### config.mk
export PLATFORM = sky130hd
export DESIGN_NAME = window_scan_ctrl
export DESIGN_NICKNAME = d
export VERILOG_FILES = /design/src/rtl/window_scan_ctrl.sv
export SDC_FILE = /design/constraint.sdc
export NUM_CORES = 1
export LEC_CHECK = 0
export CORE_ASPECT_RATIO = 0.7
export CORE_MARGIN = 8
export CORE_UTILIZATION = 40
export DETAILED_ROUTE_END_ITERATION = 7
export HOLD_SLACK_MARGIN = 0.03
export PLACE_DENSITY_LB_ADDON = 0.05
export SKIP_CTS_REPAIR_TIMING = 1
export SYNTH_ARGS = -nofsm -noshare
export SYNTH_HDL_FRONTEND = slang
export SYNTH_SLANG_ARGS = --single-unit
### constraint.sdc
create_clock -name clk -period 5.1 [get_ports clk]
set_input_delay 0.765 -clock clk [delete_from_list [all_inputs] [get_ports clk]]
set_output_delay 0.765 -clock clk [all_outputs]
set_load 0.05 [all_outputs]
### src/rtl/window_scan_ctrl.sv
// rtl/window_scan_ctrl.sv - serpentine 3x3 window scan sequencer for the Sobel window buffer
// Optional stall counter output stall_cycles enabled by defining WINDOW_SCAN_PERF_EN.
module window_scan_ctrl #(
    parameter int IMG_W  = 16,
    parameter int IMG_H  = 16,
    parameter int ADDR_W = 8
) (
    input  logic                       clk,
    input  logic                       n_rst,
    input  logic                       start,
    output logic                       mem_ren,
    output logic [ADDR_W-1:0]          mem_addr,
    input  logic                       mem_rvalid,
    input  logic [7:0]                 mem_rdata,
    output logic                       start_read,
    output logic [7:0]                 data_r,
    input  logic                       read_done,
    output logic                       start_shift,
    output logic [1:0]                 shift_direc,
    input  logic                       shift_done,
    output logic                       win_valid,
    input  logic                       win_ack,
    output logic [$clog2(IMG_W)-1:0]   win_x,
    output logic [$clog2(IMG_H)-1:0]   win_y,
    output logic                       busy,
    output logic                       frame_done
`ifdef WINDOW_SCAN_PERF_EN
    ,
    output logic [31:0]                stall_cycles
`endif
);

    localparam int XW = $clog2(IMG_W);
    localparam int YW = $clog2(IMG_H);

    // Move codes double as the pixel-list selector; 00 is the full fill list.
    localparam logic [1:0] L_FILL  = 2'b00;
    localparam logic [1:0] M_RIGHT = 2'b01;
    localparam logic [1:0] M_DOWN  = 2'b10;
    localparam logic [1:0] M_LEFT  = 2'b11;

    typedef enum logic [2:0] {IDLE, FETCH, LOAD, SHIFT, PRESENT, DONE} state_t;

    state_t      state, next_state;
    logic [3:0]  pix_cnt;
    logic        dir_right;
    logic [1:0]  list_sel;
    logic [1:0]  move_dir;
    logic [1:0]  next_move;
    logic        issued;
    logic        last_pix;
    logic [1:0]  frow, fcol;
    logic [ADDR_W-1:0] row, col;

    assign last_pix = (pix_cnt == ((list_sel == L_FILL) ? 4'd8 : 4'd2));

    always_comb begin
        next_move = 2'b00;
        if (dir_right && (win_x < XW'(IMG_W - 3)))
            next_move = M_RIGHT;
        else if (!dir_right && (win_x != '0))
            next_move = M_LEFT;
        else if (win_y < YW'(IMG_H - 3))
            next_move = M_DOWN;
    end

    always_ff @(posedge clk or negedge n_rst) begin
        if (!n_rst)
            state <= IDLE;
        else
            state <= next_state;
    end

    always_comb begin
        next_state = state;
        case (state)
            IDLE:    if (start) next_state = FETCH;
            FETCH:   if (mem_rvalid) next_state = LOAD;
            LOAD:    if (read_done) next_state = last_pix ? PRESENT : FETCH;
            PRESENT: if (win_ack) next_state = (next_move == 2'b00) ? DONE : SHIFT;
            SHIFT:   if (shift_done) next_state = FETCH;
            DONE:    next_state = IDLE;
            default: next_state = IDLE;
        endcase
    end

    always_ff @(posedge clk or negedge n_rst) begin
        if (!n_rst) begin
            win_x     <= '0;
            win_y     <= '0;
            pix_cnt   <= '0;
            dir_right <= 1'b0;
            list_sel  <= L_FILL;
            move_dir  <= 2'b00;
            issued    <= 1'b0;
            data_r    <= '0;
        end else begin
            // Marks that the one-cycle command pulse of LOAD/SHIFT has gone out.
            issued <= (next_state == state) && ((state == LOAD) || (state == SHIFT));
            case (state)
                IDLE: if (start) begin
                    win_x     <= '0;
                    win_y     <= '0;
                    pix_cnt   <= '0;
                    dir_right <= 1'b1;
                    list_sel  <= L_FILL;
                end
                FETCH: if (mem_rvalid) data_r <= mem_rdata;
                LOAD:  if (read_done) pix_cnt <= pix_cnt + 4'd1;
                PRESENT: if (win_ack) begin
                    move_dir <= next_move;
                    if (next_move == M_DOWN) dir_right <= ~dir_right;
                end
                SHIFT: if (shift_done) begin
                    case (move_dir)
                        M_RIGHT: win_x <= win_x + XW'(1);
                        M_LEFT:  win_x <= win_x - XW'(1);
                        M_DOWN:  win_y <= win_y + YW'(1);
                        default: ;
                    endcase
                    pix_cnt  <= '0;
                    list_sel <= move_dir;
                end
                default: ;
            endcase
        end
    end

    // Fill list walks bottom row first, left to right.
    always_comb begin
        if (pix_cnt < 4'd3) begin
            frow = 2'd2;
            fcol = pix_cnt[1:0];
        end else if (pix_cnt < 4'd6) begin
            frow = 2'd1;
            fcol = 2'(pix_cnt - 4'd3);
        end else begin
            frow = 2'd0;
            fcol = 2'(pix_cnt - 4'd6);
        end
    end

    always_comb begin
        row = ADDR_W'(win_y);
        col = ADDR_W'(win_x);
        case (list_sel)
            L_FILL: begin
                row = row + ADDR_W'(frow);
                col = col + ADDR_W'(fcol);
            end
            M_RIGHT: begin
                row = row + ADDR_W'(pix_cnt);
                col = col + ADDR_W'(2);
            end
            M_LEFT:  row = row + ADDR_W'(pix_cnt);
            default: begin
                row = row + ADDR_W'(2);
                col = col + ADDR_W'(pix_cnt);
            end
        endcase
    end

    always_comb begin
        mem_ren     = (state == FETCH);
        mem_addr    = '0;
        if (state == FETCH) mem_addr = row * ADDR_W'(IMG_W) + col;
        start_read  = (state == LOAD) && !issued;
        start_shift = (state == SHIFT) && !issued;
        shift_direc = (state == SHIFT) ? move_dir : 2'b00;
        win_valid   = (state == PRESENT);
        busy        = (state != IDLE) && (state != DONE);
        frame_done  = (state == DONE);
    end

`ifdef WINDOW_SCAN_PERF_EN
    logic waiting;
    assign waiting = ((state == FETCH) && !mem_rvalid) ||
                     ((state == LOAD)  && !read_done)  ||
                     ((state == SHIFT) && !shift_done);

    always_ff @(posedge clk or negedge n_rst) begin
        if (!n_rst)
            stall_cycles <= '0;
        else if ((state == IDLE) && start)
            stall_cycles <= '0;
        else if (waiting && (stall_cycles != 32'hFFFF_FFFF))
            stall_cycles <= stall_cycles + 32'd1;
    end
`endif

endmodule
Yosys cells after proc, flatten, opt, wreduce, memory -nomap -nowiden
Index checks and enable logic that the tools add are counted.
{"block": "op_classes", "eq_ne": 21, "muxes": 37, "n_bitwise": 1, "n_lt_le_gt_ge": 4, "n_reduce_logical": 25, "add_sub_neg": 13}
{"cell": "4-bit case mux with 2 select lines", "count": 4}
{"cell": "4-bit 2-to-1 mux", "count": 7}
{"cell": "3-bit 2-to-1 mux", "count": 7}
{"cell": "2-bit 2-to-1 mux", "count": 9}
{"cell": "4-bit AND reduction", "count": 4}
{"cell": "3-bit case mux with 5 select lines", "count": 1}
{"cell": "5-bit case mux with 3 select lines", "count": 1}
{"cell": "4-bit by 1-bit adder with 4-bit output (second input constant)", "count": 3}
{"cell": "4-bit case mux with 3 select lines", "count": 1}
{"cell": "8-bit adder", "count": 1}
{"cell": "2-bit == test (second input constant)", "count": 4}
{"cell": "4-bit < comparator (second input constant)", "count": 2}
{"cell": "8-bit 2-to-1 mux", "count": 1}
{"cell": "3-bit by 2-bit == test with 1-bit output (second input constant)", "count": 2}
{"cell": "3-bit == test (second input constant)", "count": 2}
{"cell": "1-bit logical AND", "count": 6}
{"cell": "2-bit by 1-bit inequality test with 1-bit output (second input constant)", "count": 3}
{"cell": "2-bit inequality test (second input constant)", "count": 3}
{"cell": "3-bit nonzero test", "count": 2}
{"cell": "4-bit by 2-bit adder with 5-bit output", "count": 1}
{"cell": "4-bit by 2-bit adder with 5-bit output (second input constant)", "count": 1}
{"cell": "4-bit by 4-bit adder with 5-bit output", "count": 1}
{"cell": "4-bit by 2-bit adder with 4-bit output", "count": 1}
{"cell": "4-bit by 2-bit adder with 4-bit output (second input constant)", "count": 1}
{"cell": "24 further kinds", "count": 33}
{"block": "word_totals", "register_bits": 29, "inputBits": 15, "word_cells": 110, "output_inout_bits": 32}

Depth between registers and ports, before layout
{"block": "depth", "depth_word": 10, "mapped_depth": 16}

Worst setup path before layout
Ideal clock, no wire load.
{"block": "synth_path", "path_kind": "register -> output", "from": "register pix_cnt[0]", "to": "output port mem_addr[7]", "arrival_time_ps": 3616, "slack_ps": 719, "stages_incl_launch_ff": 17, "n_path_buf": 0, "path_cell_list": "dfrtp_1 > ha_1 > mux2i_1 > or3_1 > nor2_1 > xor2_1 > ha_1 > fa_1 > a21o_1 > a21oi_1 > a21oi_1 > ha_1 > nor2b_1 > a32oi_1 > xor2_1 > xor2_1 > nor2_1"}
{"block": "synth_between", "elab_chain_cells": 7}
{"element": "from (decl)", "line_no": "45", "source": "logic [3:0] pix_cnt;"}
{"element": "from (signal assigned)", "line_no": "109", "source": "LOAD: if (read_done) pix_cnt <= pix_cnt + 4'd1;"}
{"element": "4-bit by 3-bit < comparator with 1-bit output (tied with other cells)", "line_no": "134", "source": "end else if (pix_cnt < 4'd6) begin"}
{"element": "2-bit 2-to-1 mux / 1-bit 2-to-1 mux (equally long branches)", "line_no": "134"}
{"element": "2-bit 2-to-1 mux", "line_no": "131", "source": "if (pix_cnt < 4'd3) begin"}
{"element": "4-bit by 2-bit adder with 5-bit output / 4-bit by 2-bit adder with 4-bit output (equally long branches)", "line_no": "149, 148"}
{"element": "5-bit case mux with 3 select lines / 4-bit case mux with 2 select lines (equally long branches)", "line_no": "146", "source": "case (list_sel)"}
{"element": "8-bit adder (*)", "line_no": "166", "source": "if (state == FETCH) mem_addr = row * ADDR_W'(IMG_W) + col;"}
{"element": "8-bit 2-to-1 mux (*)", "line_no": "166"}
{"element": "to (decl)", "line_no": "12", "source": "output logic [ADDR_W-1:0] mem_addr,"}
Mark *: on every way between the ends. The rest lies on a longest branch, timed or not.

Final worst setup path
{"block": "layout_path", "from": "register pix_cnt[0]", "to": "output port mem_addr[5]"}
Same word-level chain as after synthesis.

==> results.sh <==
export IMPL_run_status="complete, no violations"
export IMPL_layout_cell_area_non_filler_mm2=0.00284
export IMPL_critical_path_top_delay_family="adder cells"
export IMPL_finalWorstPathRequiredPeriod_ns=4.84
export IMPL_dpl_cell_count=346
export IMPL_clk_transition_reported_paths_ns=0.07
export IMPL_dieWidth_um=105
export IMPL_place_congestion=0.789
export IMPL_final_number_of_hold_violating_endpoints=0
export IMPL_crit_path_cell_trace="ha_1, mux2i_1, or3_1, nor2_1, xor2_1, ha_1, fa_1, a21o_1, a21oi_1, a21oi_1, ha_1, ha_1, and2_1, clkdlybuf4s50_1"
export IMPL_insertedDiodeCount=0
export IMPL_num_nets_final=316
export IMPL_detailedRoute_firstIterationViolations=39
export IMPL_synth_area_per_cell_um2=9.40
export IMPL_power_density_mw_per_mm2=437
export IMPL_cts_num_sinks=29
export IMPL_maxUsedRoutingLayer="met4"
export IMPL_met1Wirelength_um=2860
export IMPL_route_detailed_vias_per_inst=5.20
export IMPL_timing_worst_slew_pin_value_ns=0.600
export IMPL_tns_ns=0
export IMPL_synth_warnings=0
export IMPL_finalSetupViolations=0
export IMPL_route_met2_wl_um=2360
export IMPL_worstPathMaxFanout=7
export IMPL_route_detailed_wl_per_inst_um=16.0
export IMPL_cts_root_buffer="sky130_fd_sc_hd__clkbuf_8"
export IMPL_post_detailed_route_drc_marker_count=0
export IMPL_synth_net_count=269
export IMPL_timing_critical_path_buf_inv=1
export IMPL_clockBufferDepth=2
export IMPL_critical_path_max_stage_delay_ns=0.79
export IMPL_starting_utilization_of_the_core_area=0.416
export IMPL_hp_class="flip-flop to flip-flop"
export IMPL_max_slew_margin_rel=0.600
export IMPL_numPortBuffers=46
export IMPL_totalWireLength_um=5670
export IMPL_detailroute_via_count=1842
export IMPL_cp_start_kind="flip-flop"
export IMPL_critical_path_most_common_cell="sky130_fd_sc_hd__ha_1"
export IMPL_fmaxAchievable_ghz=0.207
export IMPL_wl_met3_um=403
export IMPL_die_area_mm2=0.00817
export IMPL_drive_above_1_share=0.0745
export IMPL_unrepaired_setup_endpoints_after_global_routing="false"
export IMPL_std_cell_rows=22
export IMPL_syn_cell_area_mm2=0.00220
export IMPL_grt_first_pass_wirelength_um=9520
export IMPL_finalClockSkew_ns=0.00608
export IMPL_ir_worst_vdd_uv=301
export IMPL_most_instantiated_flip_flop_cell_in_the_synthesis_netlist="sky130_fd_sc_hd__dfrtp_1"
export IMPL_grt_total_usage=0.144
export IMPL_period_utilisation_layout=0.948
export IMPL_timing_critical_path_arrival_ns=4.07
export IMPL_grt_antenna_before_repair=0
export IMPL_core_area_mm2=0.00529
export IMPL_synthesis_instances=234
export IMPL_die_h_um=78.0
export IMPL_worst_path_max_delay_cell="sky130_fd_sc_hd__clkdlybuf4s50_1"
export IMPL_vias_in_the_first_global_route=1867
export IMPL_yosysSeqAreaShare=0.330
export IMPL_htreeDepth=2
export IMPL_leakagePower_uw=0.00129
export IMPL_ys_ff_latch=29
export IMPL_first_pass_iters=4
export IMPL_cts_buffers=5
export IMPL_place_area_mm2=0.00272
export IMPL_synthArstFlopShare=1.00
export IMPL_critical_path_endpoint_type="output pin"
export IMPL_synth_edf_count=0
export IMPL_synthDistinctLibCells=55
export IMPL_layout_cells_non_filler=354
export IMPL_hpwlAfterDp_um=4360
export IMPL_report_final_slew_viol_count=0
export IMPL_required_ns=4.34
export IMPL_antenna_left=0
export IMPL_grt_start_max_net_pins=30
export IMPL_tritoncts_clock_tree="yes"
export IMPL_timing_setup_critical_path_class="flip-flop to output pin"
export IMPL_grt_ovfl_total=0
export IMPL_floorplan_io_pins=47
export IMPL_max_cap_violations=0
export IMPL_layout_area_overhead_vs_synth_pct=29.0
export IMPL_clock_latency_ns=0.28
[cell families (layout without fill, tap and decap cells)]
logic type | Yosys count | in the layout | synth area share
multiplexers | 17 | 17 | 0.0831
XOR/XNOR | 16 | 16 | 0.0637
AND/OR/NAND/NOR | 80 | 80 | 0.193
flip-flops | 29 | 29 | 0.330
adder cells (fa/ha/maj) | 20 | 20 | 0.124
buffers and inverters | 22 | 70 | 0.0438
AO/OA/AOI/OAI | 50 | 50 | 0.162
[layer usage]
layer / vias up / global-route usage
met5: - / 0
met4: 0 / 0.0468
met3: 5 / 0.0538
met2: 33 / 0.206
met1: 879 / 0.195
li1: 925 / -
[stage by stage]
stage	setup slack (ns)	hold slack [ns]	power [µW]	utilization
floorplan	0.719	0.469	794	-
global placement	0.569	0.468	997	0.514
detailed placement	0.503	0.478	997	0.514
CTS	0.185	0.494	1250	0.536
global route	0.0102	0.509	1320	0.537
finish	0.265	0.487	1240	0.537
[worst paths after layout]
| check | from | to | slack (ns) | cells after the start |
|---|---|---|---|---|
| min | data_r[0] | data_r[0] | 0.49 | 1 |
| min in group asynchronous | n_rst | data_r[6] | 0.87 | 2 |
| max reg2reg | state[0] | data_r[6] | 2.84 | 5 |
| min reg2reg | data_r[0] | data_r[0] | 0.49 | 1 |
| max | pix_cnt[0] | mem_addr[5] | 0.26 | 14 |
| max in group asynchronous | n_rst | pix_cnt[0] | 3.94 | 2 |
[sequential cells by signal, summed over array words and instances (netlist names)]
name	count
win_x	4
win_y	4
dir_right	1
move_dir	2
state	3
pix_cnt	4
data_r	8
list_sel	2
issued	1
[power breakdown]
group	leakage [µW]	internal (µW)	switching [µW]
Sequential	0.000376	283	65.2
Clock	0.0000574	159	94.7
Combinational	0.000856	229	409
Total	0.00129	671	569
[synth_stat cells (2+ instances only)]
master	number	area share
sky130_fd_sc_hd__and2_1	7	0.020
sky130_fd_sc_hd__buf_2	5	0.011
sky130_fd_sc_hd__a21oi_1	10	0.023
sky130_fd_sc_hd__mux2_1	8	0.041
sky130_fd_sc_hd__nand3_1	5	0.011
sky130_fd_sc_hd__o31ai_1	2	0.0068
sky130_fd_sc_hd__o22ai_1	3	0.0085
sky130_fd_sc_hd__nor2b_1	5	0.014
sky130_fd_sc_hd__xor2_1	9	0.036
sky130_fd_sc_hd__fa_1	3	0.027
sky130_fd_sc_hd__nand2b_1	3	0.0085
sky130_fd_sc_hd__o211ai_1	2	0.0068
sky130_fd_sc_hd__ha_1	17	0.097
sky130_fd_sc_hd__a211oi_1	2	0.0068
sky130_fd_sc_hd__dfrtp_1	29	0.33
sky130_fd_sc_hd__a21o_1	5	0.017
sky130_fd_sc_hd__nand2_1	17	0.029
sky130_fd_sc_hd__inv_1	14	0.024
sky130_fd_sc_hd__or3_1	3	0.0085
sky130_fd_sc_hd__a32oi_1	2	0.0080
sky130_fd_sc_hd__nor2_1	23	0.039
sky130_fd_sc_hd__xnor2_1	7	0.028
sky130_fd_sc_hd__and3_1	3	0.0085
sky130_fd_sc_hd__a211o_1	2	0.0080
sky130_fd_sc_hd__mux2i_1	7	0.032
sky130_fd_sc_hd__o21ai_0	8	0.018
sky130_fd_sc_hd__o21ai_1	3	0.0068
sky130_fd_sc_hd__nor3_2	2	0.0091
sky130_fd_sc_hd__mux2_2	2	0.010
[placed cells by master (no fill, tap or decap), types with 2 or more instances in the layout]
cell type,netlist,layout
sky130_fd_sc_hd__and3_1,3,3
sky130_fd_sc_hd__o31ai_1,2,2
sky130_fd_sc_hd__nor2_1,23,23
sky130_fd_sc_hd__fa_1,3,3
sky130_fd_sc_hd__clkbuf_8,0,6
sky130_fd_sc_hd__a21oi_1,10,10
sky130_fd_sc_hd__o22ai_1,3,3
sky130_fd_sc_hd__clkdlybuf4s50_1,0,44
sky130_fd_sc_hd__xnor2_1,7,7
sky130_fd_sc_hd__a211o_1,2,2
sky130_fd_sc_hd__nor2b_1,5,5
sky130_fd_sc_hd__o21ai_1,3,3
sky130_fd_sc_hd__or3_1,3,3
sky130_fd_sc_hd__nor3_2,2,2
sky130_fd_sc_hd__buf_4,0,2
sky130_fd_sc_hd__dfrtp_1,29,29
sky130_fd_sc_hd__ha_1,17,17
sky130_fd_sc_hd__o211ai_1,2,2
sky130_fd_sc_hd__nand2b_1,3,3
sky130_fd_sc_hd__inv_1,14,14
sky130_fd_sc_hd__o21ai_0,8,8
sky130_fd_sc_hd__xor2_1,9,9
sky130_fd_sc_hd__and2_1,7,7
sky130_fd_sc_hd__a211oi_1,2,2
sky130_fd_sc_hd__mux2_2,2,2
sky130_fd_sc_hd__mux2_1,8,8
sky130_fd_sc_hd__mux2i_1,7,7
sky130_fd_sc_hd__nand2_1,17,17
sky130_fd_sc_hd__a32oi_1,2,2
sky130_fd_sc_hd__a21o_1,5,5
sky130_fd_sc_hd__nand3_1,5,5
[area by class of cell]
| cell class | instances | area [µm²] |
|---|---|---|
| Clock buffer | 6 | 82.6 |
| Clock inverter | 2 | 37.5 |
| Fill cell | 516 | 2450 |
| Inverter | 15 | 56.3 |
| Multi-Input combinational cell | 183 | 1380 |
| Sequential cell | 29 | 726 |
| Tap cell | 72 | 90.1 |
| Timing Repair Buffer | 47 | 468 |
No activity file was read; power rests on OpenSTA's default activity.
==> RTL edit 1, RTL diff (config.mk and constraints unchanged) <==
Add a define of `WINDOW_SCAN_PERF_EN`.
--- a/src/rtl/window_scan_ctrl.sv
+++ b/src/rtl/window_scan_ctrl.sv
@@ -2,2 +2,4 @@
 // Optional stall counter output stall_cycles enabled by defining WINDOW_SCAN_PERF_EN.
+`define WINDOW_SCAN_PERF_EN
+
 module window_scan_ctrl #(
Behaviour (old outputs only; new: stall_cycles): unchanged (equiv_simple and equiv_induct, registers matched by name and starting in step).
==> RTL edit 1 against the original RTL <==
- synthesized cell count increased by 93%
- setup slack better by 74 ps
- sequential power is 85% higher
- routed wire length is 95% higher
- final area up 86%
- count of clock-buffer cells in the layout grew 7
- power rose by 81%
- synthesized area rose by 84%
- combinational power up 42%
- sequential cell count grew 32
==> RTL edit 1: results (changes against the original RTL) <==
| Metric | Value |
|---|---|
| Status | `finished, final reports clean` |
| Worst-path maximum fanout | `8 (+1)` |
| M3 GR Usage | `0.0554 (+0.00156)` |
| Placed Cells | `644 (+86%)` |
| Adder-cell share of the synthesized area | `0.0706 (-0.0534)` |
| GP Congestion | `0.829 (+5.1%)` |
| P_clk | `696 uW (+180%)` |
| Clock transition at path regs | `50 ps (-20 ps)` |
| Root Buffer | `clkbuf_16` |
| Share of layout cells above drive strength 1 | `0.0940 (+0.0195)` |
| Worst-path cell with the longest stage delay | `dfrtp_1` |
| R2r setup slk | `2590 ps (-250 ps)` |
| Post-synth top cells | `dfrtp_1 (61), nand2_1 (38), nor2_1 (36), o21ai_0 (36), a21oi_1 (30)` |
| Worst slew margin | `0.465 (-0.136)` |
| Routed vias/inst | `5.44 (+4.5%)` |
| Critical Path AT | `4000 ps (-70 ps)` |
| P_seq | `643 uW (+85%)` |
| Via Count | `3588 (+95%)` |
| Flop pwr share | `0.287 (+0.006)` |
| Max Clock Skew | `8.01 ps (+1.93 ps)` |
| Slowest stage delay, CP | `480 ps (-310 ps)` |
| Fill cell count | `930 (+80%)` |
| Post-Syn Instances | `451 (+93%)` |
| Total Wirelength | `11.0 mm (+95%)` |
| Compound-Gate Fraction of Synth Area | `0.166 (+0.00352)` |
| Pin count of the biggest net entering global routing | `62 (+110%)` |
| Htree depth | `3 (+1)` |
| Synth top area cells | `dfrtp_1 (38%), ha_1 (5.6%), o21ai_0 (4.5%)` |
| Syn nets | `487 (+81%)` |
| Mux share of post-synthesis cell area | `0.0579 (-0.0252)` |
| Sequential fraction of the synthesis area | `0.378 (+0.0478)` |
| Hold_ws | `505 ps (+17.7 ps)` |
| Synth Area in XOR/XNOR | `0.0347 (-0.0290)` |
| WL met2 | `4.49 mm (+91%)` |
| Placed Instance Area | `4920 um2 (+81%)` |
| GR Util met2 | `0.236 (+0.0304)` |
| Critical R2R Capture | `stall_cycles[26]` |
| Pwr Density | `426 nW/um2 (-2.5%)` |
| Met3 WL | `768 um (+91%)` |
| First-pass GRT wire length | `18.1 mm (+90%)` |
| Unique masters post-synth | `59 (+7.3%)` |
| Clock latency on the worst-skew pair | `330 ps (+50 ps)` |
| DR iter-0 viols | `330 (+750%)` |
| Via count of the first global-routing pass | `3496 (+87%)` |
RTL edit 1: how the worst max path moves through the flow:
stage	startpoint	endpoint	slack (ps)	cells after the start
5_1_grt	pix_cnt[1]	mem_addr[7]	7	17
4_1_cts	pix_cnt[1]	mem_addr[7]	-50	17
6_report	pix_cnt[1]	mem_addr[7]	340	17
3_5_place_dp	pix_cnt[1]	mem_addr[7]	310	17
3_3_place_gp	pix_cnt[1]	mem_addr[7]	400	17
2_1_floorplan	pix_cnt[1]	mem_addr[7]	760	16
RTL edit 1: final cells by class:
| cell class | instances | area share |
|---|---|---|
| Sequential cell | 61 | 0.290 |
| Tap cell | 128 | 0.0304 |
| Clock buffer | 13 | 0.0532 |
| Timing Repair Buffer | 81 | 0.152 |
| Inverter | 23 | 0.0164 |
| Multi-Input combinational cell | 351 | 0.446 |
| Clock inverter | 3 | 0.0123 |
==> RTL edit 2, RTL diff (same flow settings) <==
Without the edit above. Encoding of `state_t`: now one-hot (6 bits for 6 states).
--- a/src/rtl/window_scan_ctrl.sv
+++ b/src/rtl/window_scan_ctrl.sv
@@ -41,3 +41,3 @@
 
-    typedef enum logic [2:0] {IDLE, FETCH, LOAD, SHIFT, PRESENT, DONE} state_t;
+    typedef enum logic [5:0] {IDLE = 6'b000001, FETCH = 6'b000010, LOAD = 6'b000100, SHIFT = 6'b001000, PRESENT = 6'b010000, DONE = 6'b100000} state_t;
 
Check against the original RTL: no difference found for any inputs over 10 cycles, from zero or initial values and one cycle with n_rst low; not proved beyond that.
==> RTL edit 2 against the original RTL <==
- routed wire length is 2.9% higher
- critical path depth stayed put
- power decreased by 21%
- first-iteration DRC count rose to 2.8 times the old value
- setup slack gained 8.9 ps
- synthesized area grew 3.7%
- sequential cell count up 3
- final area up 4.0%
- critical path type unchanged
- via count up 6.2%
- critical endpoint unchanged
==> RTL edit 2: results (changes against the original RTL) <==
| Metric | Value |
|---|---|
| FF-to-FF path depth | `5 (unchanged)` |
| WHS Endpoint | `data_r[5]` |
| WL met2 | `2.34 mm (-0.55%)` |
| Critical R2R Launch | `state[3]` |
| Synth Flop Type | `dfrtp_1` |
| Clock latency on the worst-skew pair | `280 ps (about the same)` |
| P_leak | `0.00136 uW (+5.3%)` |
| Critical Path AT | `4060 ps (about the same)` |
| Hold_sp | `data_r[5]` |
| R2r setup slk | `2670 ps (-170 ps)` |
| Routed metal-1 wire length | `3.09 mm (+8.3%)` |
| Pin count of the biggest net entering global routing | `33 (+10%)` |
| Critical R2R Capture | `data_r[2]` |
| Htree depth | `2 (unchanged)` |
| Detailed Place HPWL | `4.56 mm (+4.6%)` |
| Top Layer Used | `met4` |
| Post-synth top cells | `dfrtp_1 (31), nand2_1 (23), nor2_1 (19), o21ai_0 (19), ha_1 (17)` |
| Max Clock Skew | `3.50 ps (-2.58 ps)` |
| Met3 WL | `347 um (-14%)` |
| DR iter-0 viols | `108 (+180%)` |
| First-pass GRT wire length | `9.69 mm (+1.8%)` |
| Via count of the first global-routing pass | `1886 (+1.0%)` |
| Clock Tree Buf Depth | `2 (unchanged)` |
| Sequential fraction of the synthesis area | `0.352 (+0.0217)` |
| Ys async rst share | `1.00 (unchanged)` |
| Worst slew pin tran | `705 ps (+106 ps)` |
| Unique masters post-synth | `49 (-11%)` |
| Fin nets | `330 (+4.4%)` |
| Initial antenna violation count | `0 (unchanged)` |
| GP Congestion | `0.864 (+9.5%)` |
| Largest register by flop count | `data_r` |
| Syn nets | `278 (+3.3%)` |
| CTS buffer count | `5 (unchanged)` |
| Fill cell count | `531 (+2.9%)` |
| Total track usage | `0.144 (about the same)` |
| Worst-path maximum fanout | `7 (unchanged)` |
| Via Count | `1956 (+6.2%)` |
| Share of layout cells above drive strength 1 | `0.0912 (+0.0167)` |
| Total Wirelength | `5.83 mm (+2.9%)` |
| Status | `finished, final reports clean` |
| Max VDD drop | `0.226 mV (-25%)` |
| Root Buffer | `clkbuf_8` |
| Top Registers | `data_r (8), state (6)` |
| Synth top area cells | `dfrtp_1 (34%), ha_1 (9.3%), mux2_2 (4.9%)` |
RTL edit 2: changes by cell type in the layout (fill, tap and decap cells not counted), moves of 4 or more:
cell | before | now
mux2_1 | 8 | 0
nor2_1 | 23 | 19
nand3_1 | 5 | 9
nand2_1 | 17 | 23
mux2_2 | 2 | 10
o21ai_0 | 8 | 19
RTL edit 2: routing by layer:
| layer | vias up | track usage |
|---|---|---|
| met2 | 43 | 0.192 |
| met5 | - | 0 |
| met3 | 4 | 0.0388 |
| met4 | 0 | 0.0392 |
| li1 | 992 | - |
| met1 | 917 | 0.217 |
RTL edit 2: power breakdown:
part           switching, uW  internal (uW)
logic                    260            147
clock network           94.8            145
registers               30.6            298
RTL edit 2: how the worst max path moves through the flow:
| stage | cells past startpoint | end | from |
|---|---|---|---|
| 4_1_cts | 17 | mem_addr[7] | pix_cnt[0] |
| 5_1_grt | 14 | mem_addr[5] | pix_cnt[0] |
| 2_1_floorplan | 16 | mem_addr[7] | pix_cnt[0] |
| 3_5_place_dp | 17 | mem_addr[7] | pix_cnt[0] |
| 6_report | 14 | mem_addr[5] | pix_cnt[0] |
| 3_3_place_gp | 17 | mem_addr[7] | pix_cnt[0] |
RTL edit 2: per-stage QoR:
stage / hold slack, ps / power [uW] / cells / worst slack [ps] / cell area [um2]
final: 508 / 975 / 371 / 274 / 2950
after global routing: 534 / 1030 / 371 / 50.6 / 2950
after CTS: 513 / 984 / 371 / 65.3 / 2950
after detailed placement: 497 / 741 / 363 / 397 / 2840
after global placement: 488 / 742 / 363 / 428 / 2840
after floorplan: 469 / 599 / 243 / 854 / 2280
RTL edit 2: logic make-up after synthesis:
family / count (synthesis) / synth area share
DFF: 32 / 0.352
and+or+nand+nor: 93 / 0.229
buffers and inverters: 17 / 0.0280
xor gates and xnor gates: 13 / 0.0499
AOI/OAI and AO/OA: 53 / 0.150
adders and majority gates: 20 / 0.120
muxes: 15 / 0.0713
RTL edit 2: worst max-delay path, stage by stage, from the launching register on:
cell             delay [ps]
dfrtp_1                 470
ha_1                    270
mux2i_1                  80
or3_1                   330
nor2_1                  120
xor2_1                   80
ha_1                    220
fa_1                    400
a21o_1                  190
a21oi_1                 130
a21oi_1                  80
ha_1                    220
ha_1                    280
and2_1                  110
clkdlybuf4s50_1         800
RTL edit 2: final cells by class:
type                    instances  area [um2]  area share
clock buffers                   6        72.6      0.0246
repair buffers                 48         480       0.163
inverters                      14        52.6      0.0178
flip-flops and latches         32         802       0.272
clock inverters                 2        35.0      0.0119
well taps                      75        93.8      0.0318
multi-input cells             194        1420       0.479
